`src/rtl/gb_stream_ctrl.sv`:
```
// Raster sequencing controller for the Gaussian-blur stencil datapath.
// Define GB_CTRL_BORDER_EN to emit border pixels as flagged pass-through beats.
module gb_stream_ctrl #(
  parameter int unsigned IMG_W = 488,
  parameter int unsigned IMG_H = 648,
  parameter int unsigned WIN   = 9
) (
  input  logic       clk,
  input  logic       rst,
  input  logic       step,
  input  logic       start,
  input  logic       in_tvalid,
  output logic       in_tready,
  output logic       lb_wr_en,
  output logic [2:0] lb_wr_row,
  output logic [8:0] lb_addr,
  output logic [9:0] row_idx,
  output logic       win_shift,
  output logic       out_load,
  output logic       out_tvalid,
  input  logic       out_tready,
  output logic       out_border,
  output logic       busy,
  output logic       frame_done
);

  localparam int unsigned XW = 9;
  localparam int unsigned YW = 10;
  localparam int unsigned WW = 3;

  typedef enum logic [1:0] {IDLE, RUN, FLUSH, DONE} state_e;

  state_e        state_q, state_d;
  logic [XW-1:0] x_q, x_d;
  logic [YW-1:0] y_q, y_d;
  logic [WW-1:0] w_q, w_d;
  logic          out_tvalid_q, out_tvalid_d;
  logic          out_border_q, out_border_d;

  logic acc, pop, last_col, last_row, interior;

  // Handshake and datapath strobes; all collapse to 0 when step is low.
  always_comb begin
    in_tready = step & (state_q == RUN) & (~out_tvalid_q | out_tready);
    acc       = in_tready & in_tvalid;
    pop       = step & out_tvalid_q & out_tready;
    last_col  = (x_q == XW'(IMG_W - 1));
    last_row  = (y_q == YW'(IMG_H - 1));
    interior  = (x_q >= XW'(WIN - 1)) & (y_q >= YW'(WIN - 1));
`ifdef GB_CTRL_BORDER_EN
    out_load  = acc;
`else
    out_load  = acc & interior;
`endif
  end

  // Next-state: frame sequencing, raster counters and the one-entry output register.
  always_comb begin
    state_d      = state_q;
    x_d          = x_q;
    y_d          = y_q;
    w_d          = w_q;
    out_tvalid_d = out_tvalid_q;
    out_border_d = out_border_q;

    if (out_load) begin
      out_tvalid_d = 1'b1;
`ifdef GB_CTRL_BORDER_EN
      out_border_d = ~interior;
`endif
    end else if (pop) begin
      out_tvalid_d = 1'b0;
    end

    case (state_q)
      IDLE: begin
        x_d = '0;
        y_d = '0;
        w_d = '0;
        if (step && start) state_d = RUN;
      end
      RUN: begin
        if (acc) begin
          if (last_col) begin
            x_d = '0;
            if (last_row) begin
              y_d     = '0;
              w_d     = '0;
              state_d = FLUSH;
            end else begin
              y_d = y_q + YW'(1);
              w_d = w_q + WW'(1);
            end
          end else begin
            x_d = x_q + XW'(1);
          end
        end
      end
      FLUSH: begin
        if (step && (!out_tvalid_q || out_tready)) state_d = DONE;
      end
      DONE: begin
        if (step) state_d = IDLE;
      end
      default: state_d = IDLE;
    endcase
  end

  always_ff @(posedge clk) begin
    if (rst) begin
      state_q      <= IDLE;
      x_q          <= '0;
      y_q          <= '0;
      w_q          <= '0;
      out_tvalid_q <= 1'b0;
      out_border_q <= 1'b0;
    end else begin
      state_q      <= state_d;
      x_q          <= x_d;
      y_q          <= y_d;
      w_q          <= w_d;
      out_tvalid_q <= out_tvalid_d;
      out_border_q <= out_border_d;
    end
  end

  assign lb_wr_en   = acc;
  assign win_shift  = acc;
  assign lb_wr_row  = w_q;
  assign lb_addr    = x_q;
  assign row_idx    = y_q;
  assign out_tvalid = out_tvalid_q;
  assign out_border = out_border_q;
  assign busy       = (state_q != IDLE);
  assign frame_done = (state_q == DONE);

endmodule

```
`config.mk`:
```
export PLATFORM = sky130hd
export DESIGN_NAME = gb_stream_ctrl
export DESIGN_NICKNAME = d
export VERILOG_FILES = /design/src/rtl/gb_stream_ctrl.sv
export SDC_FILE = /design/constraint.sdc
export NUM_CORES = 1
export LEC_CHECK = 0
export CORE_MARGIN = 2
export CORE_UTILIZATION = 49
export DETAILED_ROUTE_END_ITERATION = 16
export MAX_ROUTING_LAYER = met4
export PLACE_DENSITY = 0.79
export SKIP_LAST_GASP = 1
export SLEW_MARGIN = 20
export SYNTH_ARGS = -nofsm -noshare
export SYNTH_HDL_FRONTEND = slang
export SYNTH_SLANG_ARGS = --single-unit
```
`constraint.sdc`:
```
create_clock -name clk -period 2.5 [get_ports clk]
set_input_delay 0.25 -clock clk [delete_from_list [all_inputs] [get_ports clk]]
set_output_delay 0.25 -clock clk [all_outputs]
set_load 0.01 [all_outputs]
```
==> flow_metrics.py <==
metrics = {
    "placement": {
        "dp.cells": 239,
        "dp_hpwl_um": 2680,
        "gp_congestion": 0.844,
        "io_buffers": 34,
    },
    "grt": {
        "grt-ovfl-total": 0,
        "antenna_found_initial": 0,
        "grt_max_degree": 18,
        "grt_pass1_wl_um": 6010,
        "grt.total_usage": 0.232,
        "grt_pass1_vias": 1372,
    },
    "yosys": {
        "yosysTopAreaCellShare": 0.339,
        "syn-instance-count": 176,
        "synth-seq-cells": 25,
        "yosysMostFrequentCell": "dfxtp_1",
        "yosysUniqueCellTypes": 44,
        "synth.largest_area_cell": "dfxtp_1",
        "yosysSeqAreaShare": 0.339,
        "yosysWarnings": 0,
        "synth-main-ff-cell": "dfxtp_1",
        "synthArstFlopShare": 0,
        "synth-edff-count": 0,
        "synth_area_leaders": "dfxtp_1 34%, ha_1 8.5%, nand2_1 4.6%, nor3_1 4.1%, a21oi_1 3.7%",
        "syn_area_um2": 1480,
        "syn_nets": 192,
        "synth_top_cells_by_count": "25 x dfxtp_1, 18 x nand2_1, 14 x nor2_1",
        "syn_area_per_cell_um2": 8.38,
    },
    "drt": {
        "ant_nets": 0,
        "viasPerCell": 5.89,
        "wl_per_cell_um": 15.2,
        "drt_iter0_drc": 72,
        "drc": 2,
        "vias": 1448,
        "drt_pass1_iterations": 10,
        "wl_um": 3750,
    },
    "min_path": {
        "hp-class": "reg -> reg",
    },
    "cells_and_area": {
        "nFillCells": 243,
        "nNetsFinal": 232,
        "instances_no_fill": 246,
        "diodes": 0,
        "final_core_util": 0.678,
        "multi_input_area_um2": 898,
        "area_growth_pct": 28.9,
        "drive_above_1_share": 0.112,
        "regArea_um2": 500,
    },
    "timing": {
        "max_freq_ghz": 0.413,
        "rsz0062_at_grt": "no",
        "drv_slew": 0,
        "fin_worst_skew_ps": 0.677,
        "finalCritPeriodShare": 0.967,
        "hold_viol": 0,
        "setup_viol": 0,
        "fin_crit_ps": 2420,
        "fin_setup_tns_ps": 0,
    },
    "floorplanning": {
        "die_h_um": 58.9,
        "pin_count": 36,
        "dieArea_um2": 3470,
        "start_util": 0.526,
        "coreArea_um2": 2810,
        "num_rows": 19,
        "dieWidth_um": 58.9,
    },
    "worst_setup_path": {
        "r2r_setup_slack_ps": 340,
        "r2r-start": "lb_addr[1]$_SDFFE_PP0P_",
        "crit_required_ps": 2250,
        "slowest_stage": "clkdlybuf4s50_1",
        "startpoint_type": "flop",
        "critPathMaxStageDelay_ps": 560,
        "worstReg2RegEnd": "row_idx[4]$_SDFFE_PP0P_",
        "crit_path_cell_trace": "inv_1 -> ha_2 -> nand4_1 -> buf_4 -> inv_2 -> clkdlybuf4s50_1",
        "worstPathArrival_ps": 2170,
        "ff2ff_path_depth": 6,
        "worstSetupPathType": "reg -> out",
        "path_max_fanout": 8,
        "critPathCapture": "lb_wr_en",
        "critPathCaptureType": "output port",
        "startpoint": "state_q[1]$_SDFFE_PP0P_",
    },
    "power": {
        "irDropWorstVdd_v": 0.000337,
        "seqPwrFrac": 0.322,
        "p_switching_uw": 604,
        "switching_share": 0.427,
        "p_per_area_nw_per_um2": 744,
        "p_int_uw": 810,
        "power_leakage_uw": 0.000697,
        "power.share.clock": 0.135,
        "p_comb_frac": 0.543,
    },
    "clocking": {
        "cts_tree": "done",
        "numClockSinks": 25,
        "clk_latency_ps": 330,
        "htreeDepth": 1,
        "cts_buffers": 3,
        "cts_root_buffer": "clkbuf_4",
        "cts_max_path_buffers": 2,
        "cts_hold_buf": 0,
        "cts.clk_slew.worst_paths_ps": 140,
    },
    "status": {
        "status": "finished, violations left",
        "violations": "design-rule violations",
    },
    "flow_run": {
        "maxCapViolations": 0,
    },
}
[cells by family after synthesis]
family | after synthesis | synth area share
flip-flops | 25 | 0.339
AO/OA/AOI/OAI | 38 | 0.176
buffers and inverters | 17 | 0.0611
other | 1 | 0.00254
AND/OR/NAND/NOR | 77 | 0.286
XOR/XNOR | 5 | 0.0297
adder cells (fa/ha/maj) | 10 | 0.0848
multiplexers | 3 | 0.0204
[per-stage QoR]
step	instance area [um^2]	total power [uW]	setup WS, ps	hold slack [ps]
global route	1900	1510	1.53	546
CTS	1880	1390	36.0	526
detailed placement	1840	1210	306	496
global placement	1840	1180	390	471
floorplan	1480	969	549	439
finish	1900	1410	81.5	515
[what timing repair did]
item                                    in CTS  in global routing
endpoints found under the setup margin       1                  3
pin swaps                                    0                  2
buffers inserted                             0                  3
gates resized for setup                      2                  2
[power groups by stage]
stage	clock network [uW]	logic [uW]	registers (uW)
6_report	191	768	455
5_1_grt	205	842	462
4_1_cts	191	748	456
3_5_place_dp	0	740	465
3_3_place_gp	0	721	462
2_1_floorplan	0	505	464
[layout make-up]
class                      instances  share of cell area
multi-input combinational        134               0.472
timing repair buffer              42               0.211
sequential                        25               0.263
clock buffer                       4              0.0138
tap                               31              0.0204
inverter                          10              0.0197
[critical path, delay by kind of cell (launching register included)]
| kind | cells | cell delay, ps |
|---|---|---|
| AND/OR/NAND/NOR | 1 | 210 |
| flip-flops | 1 | 370 |
| adder cells (fa/ha/maj) | 1 | 280 |
| buffers and inverters | 4 | 980 |
[cell usage in the layout, fill, tap and decap left out, types with 2 or more instances in the layout]
cell type,netlist,routed
xor2_1,2,2
clkdlybuf4s50_1,0,34
nand3_1,4,4
nor4_1,3,2
nand2_1,18,18
a21oi_1,11,11
mux2i_1,3,3
nand4b_1,3,3
inv_1,10,9
o21ai_0,11,11
ha_1,10,9
and2_1,2,2
buf_4,2,8
and3_2,2,2
a32o_1,4,4
nand4_1,4,4
clkbuf_4,0,3
a22oi_1,4,4
and4_1,3,3
nor3_1,12,11
dfxtp_1,25,25
xnor2_1,3,3
nor3b_1,2,2
nor2_1,14,14
nand3b_1,2,2
[per-layer routing]
metal / part of all wire / GRT usage / routed length [um] / up-vias
met1: 0.44 / 0.287 / 1650 / 680
met4: 0.013 / 0.0942 / 47 / 0
met5: 0 / - / 0 / -
met3: 0.053 / 0.0220 / 197 / 6
met2: 0.50 / 0.387 / 1860 / 45
li1: - / - / - / 717
[state kept, by name, indices dropped and copies added (netlist names)]
signal and count:
lb_addr 9, row_idx 10, state_q 2, out_tvalid 1
lb_wr_row 3
[worst min path at each step]
stage | cells past startpoint | endpoint | startpoint | slack (ps)
6_report | 2 | lb_wr_row[2]$_SDFFE_PP0P_ | lb_wr_row[2]$_SDFFE_PP0P_ | 520
5_1_grt | 2 | lb_wr_row[2]$_SDFFE_PP0P_ | lb_wr_row[2]$_SDFFE_PP0P_ | 550
4_1_cts | 2 | lb_wr_row[2]$_SDFFE_PP0P_ | lb_wr_row[2]$_SDFFE_PP0P_ | 530
3_5_place_dp | 2 | out_tvalid$_SDFFE_PP0P_ | out_tvalid$_SDFFE_PP0P_ | 500
3_3_place_gp | 2 | lb_wr_row[2]$_SDFFE_PP0P_ | lb_wr_row[2]$_SDFFE_PP0P_ | 470
2_1_floorplan | 3 | out_tvalid$_SDFFE_PP0P_ | step | 440
No activity file was read; power rests on OpenSTA's default activity.
